[src/rtl/operand_entry.sv]
// Calculator input stage: synchronizes switches, debounces ENTER/CLEAR and
// captures operand A, operand B and the operation select in sequence.
module operand_entry #(
  parameter int DEBOUNCE_CYCLES = 1000000,
  parameter int OP_W            = 3,
  parameter int DATA_W          = 5
) (
  input  logic              CLK_100MHz,
  input  logic              rst_n,
  input  logic [DATA_W-1:0] sw,
  input  logic [OP_W-1:0]   op_sw,
  input  logic              btn_enter,
  input  logic              btn_clear,
  output logic [DATA_W-1:0] a,
  output logic [DATA_W-1:0] b,
  output logic [OP_W-1:0]   sel0,
  output logic              valid,
  output logic [1:0]        step
);

  // state  | meaning
  // CAP_A  | waiting for ENTER to latch operand A
  // CAP_B  | waiting for ENTER to latch operand B
  // CAP_OP | waiting for ENTER to latch the operation select
  // SHOW   | all fields captured, valid high
  typedef enum logic [1:0] {
    CAP_A  = 2'd0,
    CAP_B  = 2'd1,
    CAP_OP = 2'd2,
    SHOW   = 2'd3
  } state_t;

  localparam int CNT_W = $clog2(DEBOUNCE_CYCLES + 1);
  localparam logic [CNT_W-1:0] CNT_TC = CNT_W'(DEBOUNCE_CYCLES - 1);

  logic [DATA_W-1:0] sw_s1, sw_s2;
  logic [OP_W-1:0]   op_s1, op_s2;
  logic [1:0]        btn_s1, btn_s2;
  logic [1:0]        deb, deb_q, blk, pulse, warm;
  logic [CNT_W-1:0]  cnt [2];

  state_t            state, state_nx;
  logic [DATA_W-1:0] a_nx, b_nx;
  logic [OP_W-1:0]   sel_nx;
  logic              valid_nx;

  // Bit 0 is ENTER, bit 1 is CLEAR. blk suppresses the pulse of a button
  // that was already held when reset released, until it is seen released.
  always_ff @(posedge CLK_100MHz) begin
    if (!rst_n) begin
      sw_s1  <= '0;
      sw_s2  <= '0;
      op_s1  <= '0;
      op_s2  <= '0;
      btn_s1 <= '0;
      btn_s2 <= '0;
      deb    <= '0;
      deb_q  <= '0;
      blk    <= 2'b11;
      pulse  <= '0;
      warm   <= '0;
      cnt[0] <= '0;
      cnt[1] <= '0;
    end else begin
      sw_s1  <= sw;
      sw_s2  <= sw_s1;
      op_s1  <= op_sw;
      op_s2  <= op_s1;
      btn_s1 <= {btn_clear, btn_enter};
      btn_s2 <= btn_s1;
      warm   <= {warm[0], 1'b1};
      deb_q  <= deb;
      for (int i = 0; i < 2; i++) begin
        if (btn_s2[i] == deb[i]) begin
          cnt[i] <= '0;
        end else if (cnt[i] == CNT_TC) begin
          deb[i] <= btn_s2[i];
          cnt[i] <= '0;
        end else begin
          cnt[i] <= cnt[i] + 1'b1;
        end
        if (warm[1] && !btn_s2[i]) blk[i] <= 1'b0;
        pulse[i] <= deb[i] & ~deb_q[i] & ~blk[i];
      end
    end
  end

  always_comb begin
    state_nx = state;
    a_nx     = a;
    b_nx     = b;
    sel_nx   = sel0;
    valid_nx = valid;
    if (pulse[1]) begin
      state_nx = CAP_A;
      a_nx     = '0;
      b_nx     = '0;
      sel_nx   = '0;
      valid_nx = 1'b0;
    end else if (pulse[0]) begin
      case (state)
        CAP_A: begin
          a_nx     = sw_s2;
          state_nx = CAP_B;
        end
        CAP_B: begin
          b_nx     = sw_s2;
          state_nx = CAP_OP;
        end
        CAP_OP: begin
          sel_nx   = op_s2;
          valid_nx = 1'b1;
          state_nx = SHOW;
        end
        SHOW: begin
          valid_nx = 1'b0;
          state_nx = CAP_A;
        end
        default: state_nx = CAP_A;
      endcase
    end
  end

  always_ff @(posedge CLK_100MHz) begin
    if (!rst_n) begin
      state <= CAP_A;
      a     <= '0;
      b     <= '0;
      sel0  <= '0;
      valid <= 1'b0;
    end else begin
      state <= state_nx;
      a     <= a_nx;
      b     <= b_nx;
      sel0  <= sel_nx;
      valid <= valid_nx;
    end
  end

  assign step = state;

endmodule

[config.mk]
export PLATFORM = sky130hd
export DESIGN_NAME = operand_entry
export DESIGN_NICKNAME = d
export VERILOG_FILES = /design/src/rtl/operand_entry.sv
export SDC_FILE = /design/constraint.sdc
export NUM_CORES = 1
export LEC_CHECK = 0
export CAP_MARGIN = 0
export CORE_UTILIZATION = 58
export CTS_CLUSTER_SIZE = 25
export DETAILED_ROUTE_END_ITERATION = 7
export PLACE_DENSITY_LB_ADDON = 0.25
export SYNTH_ARGS = -nofsm -noshare
export SYNTH_HDL_FRONTEND = slang
export SYNTH_SLANG_ARGS = --single-unit
[constraint.sdc]
create_clock -name CLK_100MHz -period 2.3 [get_ports CLK_100MHz]
set_input_delay 0.46 -clock CLK_100MHz [delete_from_list [all_inputs] [get_ports CLK_100MHz]]
set_output_delay 0.46 -clock CLK_100MHz [all_outputs]
set_load 0.02 [all_outputs]
### Word-level counts from Yosys, hierarchy flattened

Memories as Yosys holds them, arrays and structs flattened.
Cells that the tools add are included.

| word-level totals | value |
|---|---|
| register bits after elaboration | 46 |
| memory bits (writable) | 40 |
| word-level logic and storage cells | 91 |
| memories | 1 |

| cells by class | value |
|---|---|
| $add $sub $neg | 2 |
| equal/unequal tests | 7 |
| multiplexer cells | 32 |
| bitwise gates (word level) | 17 |
| reductions and logical operators | 13 |

Memories:

| memory | words | bits a word | read ports | clocked after memory_dff | wr ports | RTL line | text |
|---|---|---|---|---|---|---|---|
| cnt | 2 | 20 | 2 | 0 | 2 | 40 | `logic [CNT_W-1:0] cnt [2];` |

Operators with widths:

| cell | number |
|---|---|
| $mux 20 | 6 |
| $add 20x1->20 const B | 2 |
| $eq 20x20->1 const B | 2 |
| $mux 1 | 24 |
| $reduce_and 2->1 | 6 |
| $pmux 2 s4 | 1 |
| $not 1->1 | 7 |
| $or 1x1->1 | 6 |
| $and 1x1->1 | 4 |
| $eq 2x2->1 const B | 2 |
| $eq 1x1->1 | 2 |
| $eq 2x1->1 const B | 1 |
| $logic_and 1x1->1 | 2 |
| $logic_not 1->1 | 2 |
| $logic_not 2->1 | 1 |
| $pmux 1 s2 | 1 |
| $reduce_bool 2->1 | 1 |
| $reduce_or 2->1 | 1 |

### Depth between registers and ports, before layout

Gate-level depths: netlist of run 1.
An unclocked memory read counts as a cell.

| depth | value |
|---|---|
| depth after elaboration | 8 |
| depth in mapped cells | 6 |

### Worst setup path after synthesis of run 1

No wires, ideal clock.

| timing | value |
|---|---|
| path kind | flip-flop to flip-flop |
| start point | memory cnt[1][0] (netlist name) |
| end point | memory cnt[1][14] (netlist name) (data pin) |
| library setup time | 0.257 ns |
| data arrival time | 1.571 ns |
| path slack | 0.472 ns |
| cell stages (with the launch flop) | 7 |
| path buffers | 1 |
| clock period less this slack | 1.828 ns |
| cells stage by stage | edfxtp_1 > ha_1 > and4_1 > nand2_1 > o211ai_2 > buf_2 > nor2_1 |

RTL lines:

| item | RTL line |
|---|---|
| start, declared | 40 |

==> impl_metrics.json, run 1 <==
{
  "status": "completed",
  "ys_warn_count": 0,
  "cts_buffers": 9,
  "cts_sinks": 86,
  "worstSetupPathType": "flip-flop to flip-flop",
  "area_growth_pct": 17.40,
  "drive_gt1_frac": 0.06265,
  "slowest_delay_ps": 460,
  "critical_path_required_ps": 2390,
  "mostFrequentLayoutCell": "dfxtp_1",
  "hpwlAfterDp_um": 4760,
  "reg2reg_slack_ps": 330,
  "cp.depth": 5,
  "async_flop_share": 0,
  "min_to": "pulse[0]$_SDFF_PN0_",
  "maxCapViolCount": 0,
  "cts-root-buf": "clkbuf_8",
  "whs_ps": 391.3,
  "worstReg2RegStart": "cnt[0][2]$_SDFFCE_PN0P_",
  "cp_slowest_cell": "and4_1",
  "cts.path.max_buffers": 2,
  "cts_hold_buf": 0,
  "crit_chain": "and4_1 -> nand4_1 -> o211ai_1 -> buf_4 -> nor2_1",
  "reg2reg_depth": 5,
  "fin_tns_setup_ps": 0,
  "post_cts_buffers": 0,
  "grt_pass1_vias": 2552,
  "worst_pin_slew_ps": 674.4,
  "die_width_um": 82.45,
  "syn_area_mm2": 0.003754,
  "vdd_ir_drop_max_v": 0.0003922,
  "die_h_um": 82.45,
  "ctsResizeCount": 0,
  "hold_start": "deb_q[0]$_SDFF_PN0_",
  "max_freq_ghz": 0.5080,
  "rows": 28,
  "rsz0062_at_grt": "no",
  "final-hold-violation-count": 0,
  "initial_core_util": 0.6158,
  "wl_um": 6686,
  "numPortBuffers": 27,
  "core-area_mm2": 0.006096,
  "io_pins": 28,
  "fin_worst_skew_ps": 12.29,
  "place_ws_ps": 309.0,
  "drt_first_pass_iters": 4,
  "antennaDiodeCount": 0,
  "synth-edff-count": 40,
  "grt_pass1_wl_um": 11080,
  "cp_data_arrival_time_ps": 2060,
  "power_leakage_nw": 1.587,
  "worstReg2RegEnd": "cnt[0][4]$_SDFFCE_PN0P_",
  "synth_ff_type": "dfxtp_1",
  "fin_ws_ps": 331.4,
  "slew_headroom": 0.5498,
  "power.density_mw_per_mm2": 629.0,
  "ys_seq_area_frac": 0.5653,
  "drv_slew": 0,
  "antenna_left": 0,
  "syn_inst": 360,
  "drtIter0Drc": 178,
  "grtUsageTotal": 0.2199,
  "synth-seq-cells": 86,
  "grt.overflow.total": 0,
  "cp_top_family": "simple AND/OR/NAND/NOR gates",
  "fin_crit_sh": 0.8559,
  "h-tree-depth": 3,
  "clk_latency_ps": 350,
  "period_needed_ps": 1969,
  "hold_depth": 1,
  "setup_violations": 0,
  "routabilityCongestion": 0.8114,
  "grt_max_degree": 22,
  "layout.nets": 445,
  "syn_avg_cell_area_um2": 10.43,
  "cp-start-kind": "flip-flop",
  "worst-path-buf-inv": 1,
  "viasPerCell": 5.415,
  "wl_per_cell_um": 13.21,
  "nFillCells": 478,
  "die-area_mm2": 0.006797,
  "yosysUniqueCellTypes": 43,
  "hp-class": "flip-flop to flip-flop",
  "post-route-drc-count": 0,
  "final_cell_mix": "dfxtp_1, edfxtp_1, conb_1",
  "cp_max_fo": 20,
  "tritoncts": "yes",
  "cts.clk_slew.worst_paths_ps": 90,
  "vias": 2740,
  "cp-end-kind": "flip-flop",
  "antenna_found_initial": 0
}
[cell usage after synthesis, types with 5 or more instances]
master / count / share of area
a21oi_1: 26 / 0.035
o21ai_0: 11 / 0.015
nand4_1: 12 / 0.020
xor2_1: 22 / 0.051
dfxtp_1: 46 / 0.25
buf_2: 6 / 0.0080
nand2_1: 28 / 0.028
and2_1: 27 / 0.045
or3_1: 6 / 0.010
nand3_1: 28 / 0.037
nor2_1: 30 / 0.030
edfxtp_1: 40 / 0.32
clkbuf_1: 9 / 0.0090
ha_1: 7 / 0.023
inv_1: 9 / 0.0090
and4_1: 5 / 0.012
[area by class of cell]
cell class / instances / area [µm²] / area share
Tap cell: 75 / 93.84 / 0.02129
Multi-Input combinational cell: 288 / 1669 / 0.3788
Timing Repair Buffer: 32 / 307.8 / 0.06985
Inverter: 9 / 33.78 / 0.007666
Clock inverter: 7 / 56.30 / 0.01278
Clock buffer: 9 / 123.9 / 0.02811
Sequential cell: 86 / 2122 / 0.4815
[logic make-up (layout without fill, tap and decap cells)]
family / Yosys count / count (layout) / synth area share
muxes: 1 / 1 / 0.002667
xor gates and xnor gates: 26 / 26 / 0.06066
adders and majority gates: 7 / 7 / 0.02333
DFF: 86 / 86 / 0.5653
buffers and inverters: 25 / 57 / 0.02900
and+or+nand+nor: 166 / 166 / 0.2453
other: 1 / 40 / 0.0009990
AOI/OAI and AO/OA: 48 / 48 / 0.07266
[metrics by stage]
step                power (mW)  cell area [µm²]  instances  utilization
floorplan                1.786             3900        399            -
global placement         1.825             4227        490       0.6934
detailed placement       1.832             4227        490       0.6934
CTS                      2.791             4407        506       0.7229
global route             2.878             4407        506       0.7229
finish                   2.772             4407        506       0.7229
[worst max path at each step]
stage / slack (ps) / end / startpoint
floorplan: 470 / cnt[1][14]$_SDFFCE_PN0P_ / cnt[1][0]$_SDFFCE_PN0P_
global placement: 360 / valid$_SDFFE_PP0P_ / rst_n
detailed placement: 310 / step[0]$_SDFFE_PP0P_ / rst_n
CTS: 340 / cnt[0][4]$_SDFFCE_PN0P_ / cnt[0][16]$_SDFFCE_PN0P_
global route: 150 / cnt[0][9]$_SDFFCE_PN0P_ / cnt[0][2]$_SDFFCE_PN0P_
finish: 330 / cnt[0][4]$_SDFFCE_PN0P_ / cnt[0][2]$_SDFFCE_PN0P_
[routing by layer]
layer	vias to the layer above	wire length [µm]	global-route usage
met5	-	0	0
met4	0	74	0.1316
met3	9	263	0.04615
met2	63	3328	0.3529
met1	1294	3019	0.2720
li1	1374	-	-
[state kept, by name, summed over array words and instances (netlist names), 3 cells and up]
register  count
sel0          3
op_s2         3
sw_s2         5
b             5
cnt          40
sw_s1         5
a             5
op_s1         3
[report_power, final]
group | leakage, nW | switching (mW) | internal (mW) | total [mW]
clock network | 0.0959 | 0.565 | 0.408 | 0.972
logic | 0.703 | 0.0594 | 0.0522 | 0.112
registers | 0.789 | 0.0398 | 1.65 | 1.69
Note: power is estimated with default switching activity, not from simulation.
==> run 2: changes to the inputs <==
CORE_UTILIZATION = 40   (was 58)
==> impl_metrics.json, run 2 (synthesis results as in run 1) <==
{
  "status": "completed",
  "p_int_mw": 2.132,
  "io_pins": 28,
  "post_cts_buffers": 0,
  "worst_pin_slew_ps": 663.6,
  "viasPerCell": 4.872,
  "grt.overflow.total": 0,
  "final_cell_mix": "dfxtp_1, edfxtp_1, conb_1",
  "hpwlAfterDp_um": 4537,
  "antenna_left": 0,
  "drt_first_pass_iters": 4,
  "critical_path_required_ps": 2410,
  "initial_core_util": 0.4222,
  "fin_crit_sh": 0.8350,
  "grtUsageTotal": 0.1438,
  "cts.clk_slew.worst_paths_ps": 100,
  "wl_per_cell_um": 11.85,
  "cp-end-kind": "flip-flop",
  "crit_start": "cnt[0][16]$_SDFFCE_PN0P_",
  "cp_max_fo": 20,
  "cp_slowest_cell": "or4b_1",
  "routabilityCongestion": 0.7594,
  "cts_hold_buf": 0,
  "numPortBuffers": 27,
  "worst-path-buf-inv": 1,
  "setup_violations": 0,
  "h-tree-depth": 3,
  "die_h_um": 98.87,
  "core-area_mm2": 0.008891,
  "nFillCells": 807,
  "cp-start-kind": "flip-flop",
  "grt_pass1_vias": 2477,
  "grt_busiest_layer": "met2",
  "switching_power_uw": 706.0,
  "layout.nets": 446,
  "worstReg2RegStart": "cnt[0][16]$_SDFFCE_PN0P_",
  "mostFrequentLayoutCell": "dfxtp_1",
  "cts_buffers": 9,
  "maxCapViolCount": 0,
  "slew_headroom": 0.5570,
  "max_freq_ghz": 0.5207,
  "vdd_ir_drop_max_v": 0.0002707,
  "worstSetupPathType": "flip-flop to flip-flop",
  "reg2reg_depth": 5,
  "ctsResizeCount": 0,
  "power_leakage_nw": 1.599,
  "p_clk_frac": 0.367,
  "area_growth_pct": 19.23,
  "clk_latency_ps": 370,
  "power.density_mw_per_mm2": 634.2,
  "hp-class": "flip-flop to flip-flop",
  "rsz0062_at_grt": "no",
  "vias": 2631,
  "drtIter0Drc": 99,
  "post-route-drc-count": 0,
  "die-area_mm2": 0.009775,
  "period_needed_ps": 1921,
  "reg2reg_slack_ps": 380,
  "fin_worst_skew_ps": 15.04,
  "cts-root-buf": "clkbuf_8",
  "p_comb_frac": 0.039,
  "swShare": 0.2487,
  "cts_sinks": 86,
  "antenna_found_initial": 0,
  "cp_top_family": "simple AND/OR/NAND/NOR gates",
  "grt_pass1_wl_um": 11130,
  "cts.path.max_buffers": 2,
  "largest_reg_flops": 40,
  "antennaDiodeCount": 0,
  "die_width_um": 98.87,
  "worstReg2RegEnd": "cnt[0][9]$_SDFFCE_PN0P_",
  "cp_data_arrival_time_ps": 2030,
  "crit_end": "cnt[0][9]$_SDFFCE_PN0P_",
  "largest-register": "cnt",
  "slowest_delay_ps": 560,
  "p_seq_frac": 0.595,
  "drive_gt1_frac": 0.06481,
  "grt_use_met2": 0.2232,
  "whs_ps": 398.6,
  "wl_um": 6398,
  "fin_tns_setup_ps": 0,
  "grt_max_degree": 22,
  "drv_slew": 0,
  "tritoncts": "yes",
  "rows": 34,
  "grt_util_met1": 0.1860,
  "cp.depth": 5,
  "grtUsageMet3": 0.04326,
  "crit_chain": "nand3_1 -> or4b_1 -> o211ai_1 -> buf_4 -> nor2_1",
  "final-hold-violation-count": 0
}
## run 2: per-stage QoR
stage / power, mW / util / worst slack (ps) / instance area [µm²] / cells
after global placement: 1.828 / 0.4809 / 399.3 / 4275 / 524
after floorplan: 1.786 / - / 472.2 / 3900 / 399
after CTS: 2.877 / 0.5034 / 336.9 / 4476 / 540
after global routing: 2.967 / 0.5034 / 252.5 / 4476 / 540
final: 2.838 / 0.5034 / 379.4 / 4476 / 540
after detailed placement: 1.831 / 0.4809 / 356.9 / 4275 / 524
## run 2: routing by layer
layer	wire [µm]	part of all wire	up-vias
met2	2928	0.46	37
met5	0	0	-
met3	235	0.037	7
met1	3142	0.49	1205
met4	92	0.014	0
li1	-	-	1382
## run 2: cell type report
class	count	area (µm²)	area share
Inverter	9	33.78	0.007548
Sequential cell	86	2122	0.4741
Multi-Input combinational cell	288	1669	0.3729
Tap cell	108	135.1	0.03019
Timing Repair Buffer	33	315.3	0.07045
Clock buffer	9	123.9	0.02768
Clock inverter	7	76.32	0.01705
## run 2: worst min path at each step
stage,start,end,slack [ps],cells past startpoint
global route,deb_q[1]$_SDFF_PN0_,pulse[1]$_SDFF_PN0_,420,1
detailed placement,deb_q[0]$_SDFF_PN0_,pulse[0]$_SDFF_PN0_,380,1
finish,deb_q[0]$_SDFF_PN0_,pulse[0]$_SDFF_PN0_,400,1
floorplan,deb_q[0]$_SDFF_PN0_,pulse[0]$_SDFF_PN0_,370,1
CTS,deb_q[0]$_SDFF_PN0_,pulse[0]$_SDFF_PN0_,400,1
global placement,deb_q[0]$_SDFF_PN0_,pulse[0]$_SDFF_PN0_,380,1
## run 2: worst register-to-register path, cell delays in order (launching register included)
cell and delay, ps:
edfxtp_1 410, nand3_1 140, or4b_1 560, o211ai_1 210, buf_4 270, nor2_1 80
## run 2: power by group through the flow
| stage | combinational, mW | sequential [mW] | clock [mW] |
|---|---|---|---|
| 6_report | 0.110 | 1.69 | 1.04 |
| 5_1_grt | 0.127 | 1.70 | 1.14 |
| 4_1_cts | 0.109 | 1.69 | 1.08 |
| 3_5_place_dp | 0.108 | 1.72 | 0 |
| 3_3_place_gp | 0.108 | 1.72 | 0 |
| 2_1_floorplan | 0.0756 | 1.71 | 0 |
